$ cat config.mk
export PLATFORM = sky130hd
export DESIGN_NAME = countdown_timer_flat
export DESIGN_NICKNAME = d
export VERILOG_FILES = /design/src/rtl/countdown_timer_if.sv /design/src/rtl/countdown_timer.sv /design/src/flat_wrapper.sv
export SDC_FILE = /design/constraint.sdc
export NUM_CORES = 1
export LEC_CHECK = 0
export BUFFER_PORTS_ARGS = -buffer_cell sky130_fd_sc_hd__buf_2
export CAP_MARGIN = 40
export CORE_MARGIN = 1.5
export CORE_UTILIZATION = 57
export CTS_CLUSTER_DIAMETER = 200
export DETAILED_ROUTE_END_ITERATION = 8
export GPL_TIMING_DRIVEN = 0
export PLACE_DENSITY = 0.8
export SLEW_MARGIN = 10
export SYNTH_ARGS = -nofsm -noshare
export SYNTH_HDL_FRONTEND = slang
export SYNTH_SLANG_ARGS = --single-unit
$ cat constraint.sdc
create_clock -name clk -period 4.4 [get_ports clk]
set_clock_uncertainty 0.1 [all_clocks]
set_input_delay 0.44 -clock clk [delete_from_list [all_inputs] [get_ports clk]]
set_output_delay 0.44 -clock clk [all_outputs]
set_load 0.01 [all_outputs]
$ cat src/rtl/countdown_timer_if.sv
// Operator-side bundle of the countdown timer: raw controls in, count/status/HEX out.
// Pure wiring; no latency and no flow control.
interface countdown_timer_if;
    logic [15:0] load_value;
    logic        load;
    logic        start_n;
    logic        pause_n;
    logic [15:0] count;
    logic        running;
    logic        done;
    logic [6:0]  HEX0;
    logic [6:0]  HEX1;
    logic [6:0]  HEX2;
    logic [6:0]  HEX3;

    modport master (
        output load_value, load, start_n, pause_n,
        input  count, running, done, HEX0, HEX1, HEX2, HEX3
    );

    modport slave (
        input  load_value, load, start_n, pause_n,
        output count, running, done, HEX0, HEX1, HEX2, HEX3
    );
endinterface

$ cat src/rtl/countdown_timer.sv
// Loadable 16-bit countdown timer with synchronized operator controls and HEX display.
// Latency: control edges act 3 edges after the pin changes; HEX is combinational from count.
// Backpressure: none; events are single-cycle and lower-priority ones in the same cycle are dropped.
module hex_to_seg (
    input  logic [3:0] nib,
    output logic [6:0] seg
);
    // Active-low segments, bit order gfedcba.
    always_comb begin
        seg = 7'b1111111;
        case (nib)
            4'h0: seg = 7'b1000000;
            4'h1: seg = 7'b1111001;
            4'h2: seg = 7'b0100100;
            4'h3: seg = 7'b0110000;
            4'h4: seg = 7'b0011001;
            4'h5: seg = 7'b0010010;
            4'h6: seg = 7'b0000010;
            4'h7: seg = 7'b1111000;
            4'h8: seg = 7'b0000000;
            4'h9: seg = 7'b0010000;
            4'hA: seg = 7'b0001000;
            4'hB: seg = 7'b0000011;
            4'hC: seg = 7'b1000110;
            4'hD: seg = 7'b0100001;
            4'hE: seg = 7'b0000110;
            4'hF: seg = 7'b0001110;
            default: seg = 7'b1111111;
        endcase
    end
endmodule

module countdown_timer #(
    parameter int DIV = 50_000_000
) (
    input  logic               clk,
    input  logic               reset,
    countdown_timer_if.slave   bus
);
    localparam int PW = (DIV > 1) ? $clog2(DIV) : 1;
    localparam logic [PW-1:0] PRESC_LAST = PW'(DIV - 1);

    typedef enum logic [1:0] {
        IDLE  = 2'd0,
        RUN   = 2'd1,
        PAUSE = 2'd2,
        DONE  = 2'd3
    } state_t;

    logic load_s1, load_s2, load_prev;
    logic start_s1, start_s2, start_prev;
    logic pause_s1, pause_s2, pause_prev;
    logic load_ev, start_ev, pause_ev;
    logic start_eff, pause_eff;

    state_t        state_q, state_d;
    logic [15:0]   cnt_q, cnt_d;
    logic [PW-1:0] presc_q, presc_d;

    // Synchronizers reset to the inactive level so a button held through reset fires once afterwards.
    always_ff @(posedge clk) begin
        if (reset) begin
            load_s1    <= 1'b0;
            load_s2    <= 1'b0;
            load_prev  <= 1'b0;
            start_s1   <= 1'b1;
            start_s2   <= 1'b1;
            start_prev <= 1'b1;
            pause_s1   <= 1'b1;
            pause_s2   <= 1'b1;
            pause_prev <= 1'b1;
        end else begin
            load_s1    <= bus.load;
            load_s2    <= load_s1;
            load_prev  <= load_s2;
            start_s1   <= bus.start_n;
            start_s2   <= start_s1;
            start_prev <= start_s2;
            pause_s1   <= bus.pause_n;
            pause_s2   <= pause_s1;
            pause_prev <= pause_s2;
        end
    end

    assign load_ev   = load_s2 & ~load_prev;
    assign start_ev  = ~start_s2 & start_prev;
    assign pause_ev  = ~pause_s2 & pause_prev;
    assign pause_eff = pause_ev & ~load_ev;
    assign start_eff = start_ev & ~pause_ev & ~load_ev;

    always_ff @(posedge clk) begin
        if (reset) begin
            state_q <= IDLE;
            cnt_q   <= 16'd0;
            presc_q <= '0;
        end else begin
            state_q <= state_d;
            cnt_q   <= cnt_d;
            presc_q <= presc_d;
        end
    end

    always_comb begin
        state_d = state_q;
        cnt_d   = cnt_q;
        presc_d = presc_q;
        if (load_ev) begin
            cnt_d   = bus.load_value;
            presc_d = '0;
            state_d = IDLE;
        end else begin
            case (state_q)
                IDLE: begin
                    if (start_eff) begin
                        if (cnt_q != 16'd0) begin
                            state_d = RUN;
                            presc_d = '0;
                        end else begin
                            state_d = DONE;
                        end
                    end
                end
                RUN: begin
                    if (pause_eff) begin
                        state_d = PAUSE;
                    end else if (cnt_q == 16'd0) begin
                        state_d = DONE;
                    end else if (presc_q == PRESC_LAST) begin
                        presc_d = '0;
                        cnt_d   = cnt_q - 16'd1;
                        if (cnt_q == 16'd1)
                            state_d = DONE;
                    end else begin
                        presc_d = presc_q + 1'b1;
                    end
                end
                PAUSE: begin
                    if (start_eff)
                        state_d = RUN;
                end
                DONE: begin
                    cnt_d = 16'd0;
                end
                default: begin
                    state_d = IDLE;
                end
            endcase
        end
    end

    assign bus.count   = cnt_q;
    assign bus.running = (state_q == RUN);
    assign bus.done    = (state_q == DONE);

    hex_to_seg u_hex0 (.nib(cnt_q[3:0]),   .seg(bus.HEX0));
    hex_to_seg u_hex1 (.nib(cnt_q[7:4]),   .seg(bus.HEX1));
    hex_to_seg u_hex2 (.nib(cnt_q[11:8]),  .seg(bus.HEX2));
    hex_to_seg u_hex3 (.nib(cnt_q[15:12]), .seg(bus.HEX3));
endmodule
$ cat src/flat_wrapper.sv
// flat-port wrapper written by rule: the top's interface ports become plain ports
module countdown_timer_flat 
#(
    parameter int DIV = 50_000_000
)
  (clk, reset, bus_load_value, bus_load, bus_start_n, bus_pause_n, bus_count, bus_running, bus_done, bus_HEX0, bus_HEX1, bus_HEX2, bus_HEX3);
  countdown_timer_if bus_i ();
  input  logic clk;
  input  logic reset;
  input wire logic [$bits(bus_i.load_value)-1:0] bus_load_value;
  input wire logic [$bits(bus_i.load)-1:0] bus_load;
  input wire logic [$bits(bus_i.start_n)-1:0] bus_start_n;
  input wire logic [$bits(bus_i.pause_n)-1:0] bus_pause_n;
  output wire logic [$bits(bus_i.count)-1:0] bus_count;
  output wire logic [$bits(bus_i.running)-1:0] bus_running;
  output wire logic [$bits(bus_i.done)-1:0] bus_done;
  output wire logic [$bits(bus_i.HEX0)-1:0] bus_HEX0;
  output wire logic [$bits(bus_i.HEX1)-1:0] bus_HEX1;
  output wire logic [$bits(bus_i.HEX2)-1:0] bus_HEX2;
  output wire logic [$bits(bus_i.HEX3)-1:0] bus_HEX3;
  assign bus_i.load_value = bus_load_value;
  assign bus_i.load = bus_load;
  assign bus_i.start_n = bus_start_n;
  assign bus_i.pause_n = bus_pause_n;
  assign bus_count = bus_i.count;
  assign bus_running = bus_i.running;
  assign bus_done = bus_i.done;
  assign bus_HEX0 = bus_i.HEX0;
  assign bus_HEX1 = bus_i.HEX1;
  assign bus_HEX2 = bus_i.HEX2;
  assign bus_HEX3 = bus_i.HEX3;
  countdown_timer #(.DIV(DIV)) u_core (.clk(clk), .reset(reset), .bus(bus_i));
endmodule
# Word-level counts from Yosys, hierarchy flattened
# Memories as Yosys holds them, arrays and structs flattened. A register that Yosys moved wholly into a read port is not among the register bits.
# Cells that the tools add are included.
[totals]
reg_bits = 53
romBits = 448
in_bits = 21
out_inout_bits = 46
wordCells = 81
memories = 4
[classes]
addsub = 2
n_eq_ne = 15
mux = 27
bitwise = 11
n_reduce_logical = 10
[memory_table]
columns = ["name", "words", "word_bits", "read_ports", "rd_clocked_by_memory_dff", "wr", "line_no", "source"]
rows = [
  ["(no name shown)", 16, 7, 1, 1, 0, "countdown_timer.sv:11", "case (nib)"],
  ["(no name shown)", 16, 7, 1, 1, 0, "countdown_timer.sv:11", ""],
  ["(no name shown)", 16, 7, 1, 1, 0, "countdown_timer.sv:11", ""],
  ["(no name shown)", 16, 7, 1, 1, 0, "countdown_timer.sv:11", ""],
]
[op_table]
columns = ["op", "count"]
rows = [
  ["two-way mux 26 bit", 5],
  ["two-way mux 16 bit", 4],
  ["one-hot mux 26 bit (2 select lines)", 1],
  ["two-way mux 4 bit", 8],
  ["one-hot mux 16 bit (2 select lines)", 1],
  ["adder 26 x 1 -> 26 bit (second input constant)", 1],
  ["equality test 26 bit (second input constant)", 1],
  ["equality test 16 x 1 -> 1 bit (second input constant)", 1],
  ["zero test 16 bit", 1],
  ["nonzero test 16 bit", 1],
  ["subtractor 16 x 1 -> 16 bit (second input constant)", 1],
  ["two-way mux 2 bit", 7],
  ["AND reduction 5 bit", 2],
  ["inequality test 4 x 1 -> 1 bit (second input constant)", 2],
  ["AND 1 bit", 6],
  ["inequality test 2 x 1 -> 1 bit (second input constant)", 3],
  ["inequality test 3 x 2 -> 1 bit (second input constant)", 2],
  ["one-hot mux 2 bit (3 select lines)", 1],
  ["nonzero test 3 bit", 2],
  ["inverter 1 bit", 5],
  ["equality test 2 bit (second input constant)", 2],
  ["inequality test 2 bit (second input constant)", 2],
  ["AND reduction 4 bit", 1],
  ["inequality test 3 x 1 -> 1 bit (second input constant)", 1],
  ["other kinds (4)", 4],
]

# Longest topological paths before layout
# Gate-level depths: netlist (run 1).
[logic_depth]
depth_word = 9
mapped_depth = 17
mapped_depth_nobuf = 15

# Modules after synthesis
# From an unflattened synthesis (run 1), not the netlist that was laid out.
[hier_totals]
hier_cells = 472
hier_area_um2 = 3908.7
[by_module_without_submodules]
columns = ["module", "n_inst", "cells_per_inst", "area_per_inst_um2", "seq_area_each_um2"]
rows = [
  ["countdown_timer", 1, 344, 2807.7, 1061.0],
  ["hex_to_seg", 4, 32, 275.3, 0.0],
]

# Least setup slack after synthesis (run 1)
# No wires, ideal clock.
[synth_timing]
path_type = "flip-flop to flip-flop"
from = "register u_core.presc_q[7]"
to = "register u_core.u_hex0.seg[4] (netlist name)"
setup_time_ps = 132
t_arrival_ps = 3444
required_time_ps = 4168
setup_slack_ps = 724
path_stages_with_launch = 12
n_path_buf = 1
period_less_slack_ps = 3676
path_cell_list = "dfxtp_1 > or4b_1 > or4_4 > nor4_4 > nor2_2 > buf_2 > a211oi_1 > inv_1 > ha_1 > mux2_2 > nand2_1 > a21oi_1"
[synth_between]
elab_chain_len = 5
[synth_rtl]
columns = ["item", "line_no", "source"]
rows = [
  ["start, declared", "countdown_timer.sv:58", "logic [PW-1:0] presc_q, presc_d;"],
  ["start signal, assigned", "countdown_timer.sv:99", "presc_q <= presc_d;"],
  ["equality test 26 bit", "countdown_timer.sv:128", "end else if (presc_q == PRESC_LAST) begin"],
  ["inequality test 3 x 1 -> 1 bit (no line)", "n/a", ""],
  ["AND reduction 4 bit (no line)", "n/a", ""],
  ["two-way mux 4 bit (no line) (2 in a row)", "n/a", ""],
]
# Every way passes these cells.
# A chain may end at the register's enable or synchronous reset.

# Final worst setup path (run 1)
[layout_timing]
from = "register u_core.cnt_q[1], in the netlist u_core.bus.count[1]"
to = "register u_core.u_hex1.seg[1] (netlist name)"
[layout_between]
elab_chain_len = 8
word_cells_on_any_way = 11
classes_between = "1 x add/sub; 1 x eq/ne; 7 x mux; 2 x reduce/logical"
[layout_rtl]
columns = ["item", "line_no", "source"]
rows = [
  ["start, declared", "countdown_timer.sv:57", "logic [15:0] cnt_q, cnt_d;"],
  ["start signal, assigned", "countdown_timer.sv:98", "cnt_q <= cnt_d;"],
  ["subtractor 16 x 1 -> 16 bit", "countdown_timer.sv:130", "cnt_d = cnt_q - 16'd1;"],
  ["two-way mux 16 bit", "countdown_timer.sv:128", ""],
  ["two-way mux 16 bit", "countdown_timer.sv:126", "end else if (cnt_q == 16'd0) begin"],
  ["two-way mux 16 bit", "countdown_timer.sv:124", "if (pause_eff) begin"],
  ["one-hot mux 16 bit (2 select lines)", "countdown_timer.sv:112", "case (state_q)"],
  ["two-way mux 16 bit", "countdown_timer.sv:107", "if (load_ev) begin"],
  ["two-way mux 4 bit (no line) * (2 in a row)", "n/a", ""],
]
# Every way passes the cells marked *; elsewhere a longest branch is shown, timed or not. The select of a mux whose other input is x is not followed.

==> flow_summary.toml, run 1 <==
[run_status]
status = "finished clean"

[yosys]
synth_cells = 526
synth_area_leaders = "dfxtp_1 (36%), ha_1 (8.5%), nor2_1 (3.5%)"
synth_most_common_cell = "dfxtp_1"
synthTopCellsByCount = "dfxtp_1 (81), nor2_1 (43), nand2_1 (35), ha_1 (31), a21oi_1 (30)"
syn_area_sq_mm = 0.00457
ys_seq_area_share_pct = 35.5
synth_top_flop_cell = "dfxtp_1"
synth.largest_area_cell = "dfxtp_1"
synth.distinct_cells = 70
synth_edf_count = 0
synth_top_area_share_pct = 35.5
avgSynthCellArea_sq_um = 8.68
ys_ff_latch = 81
synthArstFlopShare_pct = 0
ys_warn_count = 0
syn_nets = 578

[power]
p_leak_uw = 0.00215
finalPower_uw = 2210
ir_worst_vdd_mv = 0.254
p_per_area_mw_per_mm2 = 420

[die]
coreArea_sq_mm = 0.00773
dieWidth_um = 92.5
start_util_pct = 59.1
fp-row-count = 32
die_area_sq_mm = 0.00856
io_pins = 67
die-height_um = 92.5

[drt]
vias_per_cell = 6.03
first_pass_iters = 7
drc_errors = 0
postRouteAntennaNets = 0
first_iter_violations = 345
num_vias = 4286
avgRoutedWirePerCell_um = 16.2
drt_wl_total_um = 11500

[sta]
fin_crit_ns = 4.14
rsz0062_at_grt = "no"
layout_setup_ws_ns = 0.265
max_freq_mhz = 242
relSlewSlack_pct = 45.2
hold_viol_final = 0
finalSetupViolations = 0
max_slew.worst_pin.slew_ns = 0.814
setup_tns_ns = 0
fin_crit_sh_pct = 94.0
finalMaxSlewViolations = 0

[setup_path]
rr_startpoint = "u_core.bus.count[1]"
critical_path_class = "reg2reg"
worstPathArrival_ns = 4.31
crit_chain = "inv_1 > ha_1 > clkbuf_1 > nor4b_1 > and4_1 > nor4_4 > buf_4 > nor2_2 > buf_2 > o21ai_0 > o21ai_1 > and2_1 > inv_1 > ha_1 > or3_1 > o31a_1 > a21oi_1"
worstPathMaxFanout = 10
slowest_stage = "or3_1"
start_kind = "flip-flop"
critical-path-max-stage-delay_ns = 0.37
crit_start = "u_core.bus.count[1]"
worst_ep_required_time_ns = 4.57
end_kind = "flip-flop"

[cells_and_area]
utilization_pct = 68.2
drive_above_1_share_pct = 21.2
fin_nets = 657
n_antenna_cell = 0
area_growth_pct = 15.3

[place]
hpwl_um = 8270
io_buffers = 66
place_ws_ns = 0.0857
gp_congestion = 0.960

[cts]
clockBufferDepth = 2
htreeDepth = 3
clock_sinks = 81
cts_root_buf = "clkbuf_8"
path_clk_slew_ns = 0.07
clkLatencyLatePin_ns = 0.36
tritoncts = "done"
cts_buffers = 9
hold_buffers = 0

[global_routing]
antenna_found_initial = 0
grt_pass1_vias = 3978
grt_max_degree = 13
grt_pass1_wl_um = 18600
grt_use_total_pct = 27.4
globalRouteOverflowTotal = 0

[flow_run]
maxCapViolations = 0

[hold_path]
hp-start = "bus_start_n"
hp-class = "in2reg"
## cell families (layout without fill, tap and decap cells)
group                      Yosys count  in the layout  share of synthesized area (%)
and+or+nand+nor                    200            200                           24.4
AOI/OAI and AO/OA                  123            123                           18.4
DFF                                 81             81                           35.5
buffers and inverters               51            134                           4.68
adders and majority gates           31             31                           8.49
xor gates and xnor gates            21             21                           4.03
muxes                               19             19                           4.52
## metal layers
layer  global-route usage [%]  share of wire, %  vias to the layer above
met2                     44.3                46                      173
met5                        0                 0                        -
met3                     4.52               7.1                       42
li1                         -                 -                     2059
met4                     14.2               3.4                        0
met1                     35.0                43                     2012
## area by class of cell
type                       instances  area, sq um
clock buffer                      12          145
clock inverter                     3         65.1
sequential                        81         1620
fill                             657         2460
inverter                          30          113
timing repair buffer              68          345
tap                              102          128
buffer                            21          101
multi-input combinational        394         2750
## cells in the final DEF (no fill, tap or decap), types with 4 or more instances in the layout
cell and count:
nor2_1 43, nand3_1 16, nand3b_1 4, or3_1 7
a22oi_1 4, o221a_2 7, clkbuf_8 10, buf_2 69
dfxtp_1 81, nor3b_1 4, nor2b_1 6, o2bb2ai_1 5
o21ai_0 26, clkbuf_1 17, inv_1 29, nand4_1 6
xnor2_1 10, xor2_1 11, or2_2 10, nand2b_1 5
a21oi_1 30, o22ai_1 10, ha_1 31, and2_1 6
nand2_1 35, mux2i_1 15, nor4_1 6, nor3_1 17
or4_1 6
## state kept, by name, indices dropped and copies added (netlist names)
signal	flops
u_core.bus.count	16
u_core.load_prev	1
u_core.load_s1	1
u_core.load_s2	1
u_core.pause_prev	1
u_core.pause_s1	1
u_core.pause_s2	1
u_core.presc_q	26
u_core.start_prev	1
u_core.start_s1	1
u_core.start_s2	1
u_core.state_q	2
u_core.u_hex0.seg	7
u_core.u_hex1.seg	7
u_core.u_hex2.seg	7
u_core.u_hex3.seg	7
## report_power, final
part	leakage [uW]	internal (uW)	switching (uW)
Sequential	0.000660	803	49.9
Combinational	0.00139	300	473
Clock	0.000106	332	253
Total	0.00215	1430	776
## per-stage QoR
stage / hold slack, ns / area (sq um) / std cells
CTS: 0.160 / 5240 / 709
floorplan: 0.289 / 4570 / 526
global placement: 0.291 / 5020 / 694
global route: 0.167 / 5270 / 711
finish: 0.166 / 5270 / 711
detailed placement: 0.307 / 5020 / 694
## path summary, 6_finish.rpt
check | depth (start not counted) | slack (ns) | to
max | 17 | 0.26 | u_core.u_hex1.seg[1]
min | 2 | 0.17 | u_core.start_s1
max reg2reg | 17 | 0.26 | u_core.u_hex1.seg[1]
min reg2reg | 1 | 0.32 | u_core.start_s2
## worst max-delay path: cells and delay by family, from the launching register on
family | cells | cell delay [ns]
and+or+nand+nor | 6 | 1.57
adders and majority gates | 2 | 0.47
AOI/OAI and AO/OA | 4 | 0.55
buffers and inverters | 5 | 1.00
DFF | 1 | 0.35
## repair_timing
action,in CTS,in global routing
resized for setup,0,3
endpoints found under the setup margin,0,9
setup buffers,0,2
(Power assumes the default switching activity.)
==> run 2, diff against run 1 <==
--- a/config.mk
+++ b/config.mk
@@ -8,12 +8,13 @@
 export BUFFER_PORTS_ARGS = -buffer_cell sky130_fd_sc_hd__buf_2
 export CAP_MARGIN = 40
 export CORE_MARGIN = 1.5
-export CORE_UTILIZATION = 57
-export CTS_CLUSTER_DIAMETER = 200
+export CORE_UTILIZATION = 56
+export CTS_CLUSTER_DIAMETER = 60
 export DETAILED_ROUTE_END_ITERATION = 8
 export GPL_TIMING_DRIVEN = 0
 export PLACE_DENSITY = 0.8
 export SLEW_MARGIN = 10
 export SYNTH_ARGS = -nofsm -noshare
 export SYNTH_HDL_FRONTEND = slang
+export SYNTH_HIERARCHICAL = 1
 export SYNTH_SLANG_ARGS = --single-unit
==> run 2 against run 1 <==
Combinational power rose by 4.3%. Synthesized cell count down 10%. Non-clock buffer count is the same. Count of clock-buffer cells in the layout shrank 5. Clock power is 48% lower. Hold slack gained 0.042 ns. Power fell by 24%.
==> flow_summary.toml, run 2 <==
[cells_and_area]
top_register = "u_core/presc_q"
fin_nets = 601
drive_above_1_share_pct = 22.7
area_growth_pct = 13.7
largest_register_ffs = 26
final_cell_mix = "buf_2 (74), nor2_1 (63), dfxtp_1 (53), ha_1 (35), a21oi_1 (34)"
utilization_pct = 65.8
n_antenna_cell = 0
layout.cells.most_common = "buf_2"

[drt]
avgRoutedWirePerCell_um = 14.3
drt_wl_total_um = 8950
first_iter_violations = 203
drc_errors = 0
vias_per_cell = 5.83
first_pass_iters = 5
num_vias = 3648
postRouteAntennaNets = 0

[setup_path]
crit_chain = "inv_1 > ha_1 > or4b_2 > nor4_4 > a21oi_2 > clkbuf_1 > nand3_1 > xor2_1 > nor2_1"
slowest_stage = "or4b_2"
critical-path-max-stage-delay_ns = 0.64
start_kind = "flip-flop"
worstPathMaxFanout = 11
crit_start = "u_core/bus.count[0]"
critPathBufInv = 2
rr_startpoint = "u_core/bus.count[0]"
worst_ep_required_time_ns = 4.49
critPathTopFamily = "simple AND/OR/NAND/NOR gates"
critical_path_class = "reg2reg"
end_kind = "flip-flop"
worstPathArrival_ns = 2.91

[cts]
tritoncts = "done"
cts_buffers = 5
htreeDepth = 2
cts_resized = 0
cts_root_buf = "clkbuf_8"
path_clk_slew_ns = 0.10
clock_sinks = 53
clockBufferDepth = 2
postCtsSetupRepairBufs = 0
clkLatencyLatePin_ns = 0.31
hold_buffers = 0

[sta]
finalSetupViolations = 0
rsz0062_at_grt = "no"
hold_viol_final = 0
finalMaxSlewViolations = 0
max_freq_mhz = 355
fin_crit_sh_pct = 64.0
relSlewSlack_pct = 56.5
max_slew.worst_pin.slew_ns = 0.650
layout_setup_ws_ns = 1.58
fin_crit_ns = 2.82
setup_tns_ns = 0

[yosys]
ys_warn_count = 6
avgSynthCellArea_sq_um = 8.28
synth_area_leaders = "dfxtp_1 (27%), ha_1 (11%), nor2_1 (6.0%)"
synthArstFlopShare_pct = 0
synth_cells = 472
ys_ff_latch = 53
syn_area_sq_mm = 0.00391
synthTopCellsByCount = "nor2_1 (63), dfxtp_1 (53), ha_1 (35), a21oi_1 (34), o21ai_0 (29)"
synth_top_area_share_pct = 27.1
synth_most_common_cell = "nor2_1"
synth_top_flop_cell = "dfxtp_1"
ys_seq_area_share_pct = 27.1
synth.distinct_cells = 54
synth.largest_area_cell = "dfxtp_1"
synth_edf_count = 0
syn_nets = 528

[place]
gp_congestion = 0.882
hpwl_um = 6710
place_ws_ns = 1.63
io_buffers = 66

[hold_path]
hp-class = "in2reg"
hp-start = "bus_start_n"

[die]
io_pins = 67
coreArea_sq_mm = 0.00676
start_util_pct = 57.9
die-height_um = 86.5
dieWidth_um = 86.5
fp-row-count = 30
die_area_sq_mm = 0.00749

[global_routing]
globalRouteOverflowTotal = 0
antenna_found_initial = 0
grt_pass1_wl_um = 14600
grt_pass1_vias = 3202
grt_use_total_pct = 23.9
grt_max_degree = 17

[power]
finalPower_uw = 1680
ir_worst_vdd_mv = 0.255
p_per_area_mw_per_mm2 = 379
p_leak_uw = 0.00185

[run_status]
status = "finished clean"

[flow_run]
maxCapViolations = 0
run 2: per-layer routing:
metal	GRT usage, %	routed length, um
met2	41.1	4370
met5	0	0
met4	6.74	93
met1	31.4	4060
met3	3.43	420
run 2: cell type report:
class,instances,area (sq um)
Clock buffer,7,96.3
Tap cell,80,100
Buffer,23,149
Timing Repair Buffer,66,330
Fill cell,595,2310
Sequential cell,53,1060
Inverter,23,86.3
Clock inverter,1,8.76
Multi-Input combinational cell,373,2610
run 2: power by group:
part / total [uW] / switching, uW / internal [uW]
logic: 806 / 452 / 354
registers: 570 / 58.7 / 511
clock network: 307 / 162 / 146
total: 1680 / 673 / 1010
run 2: worst paths after layout:
check / end / slack (ns) / cells past startpoint
max: u_core/presc_q[16] / 1.58 / 9
min: u_core/start_s1 / 0.21 / 2
max reg2reg: u_core/presc_q[16] / 1.58 / 9
min reg2reg: u_core/start_s2 / 0.32 / 1
run 2: cells by family (layout without fill, tap and decap cells):
group | after synthesis | in the layout | synth area share [%]
flip-flops | 53 | 53 | 27.1
multiplexers | 25 | 25 | 8.19
AND/OR/NAND/NOR | 194 | 194 | 26.7
XOR/XNOR | 19 | 19 | 4.26
AO/OA/AOI/OAI | 100 | 100 | 16.5
adder cells (fa/ha/maj) | 35 | 35 | 11.2
buffers and inverters | 46 | 120 | 6.02
run 2: metrics by stage:
stage / cells / area (sq um) / hold WS [ns]
2_1_floorplan: 472 / 3910 / 0.289
3_3_place_gp: 618 / 4340 / 0.292
3_5_place_dp: 618 / 4340 / 0.300
4_1_cts: 626 / 4440 / 0.206
5_1_grt: 626 / 4440 / 0.198
6_report: 626 / 4440 / 0.208
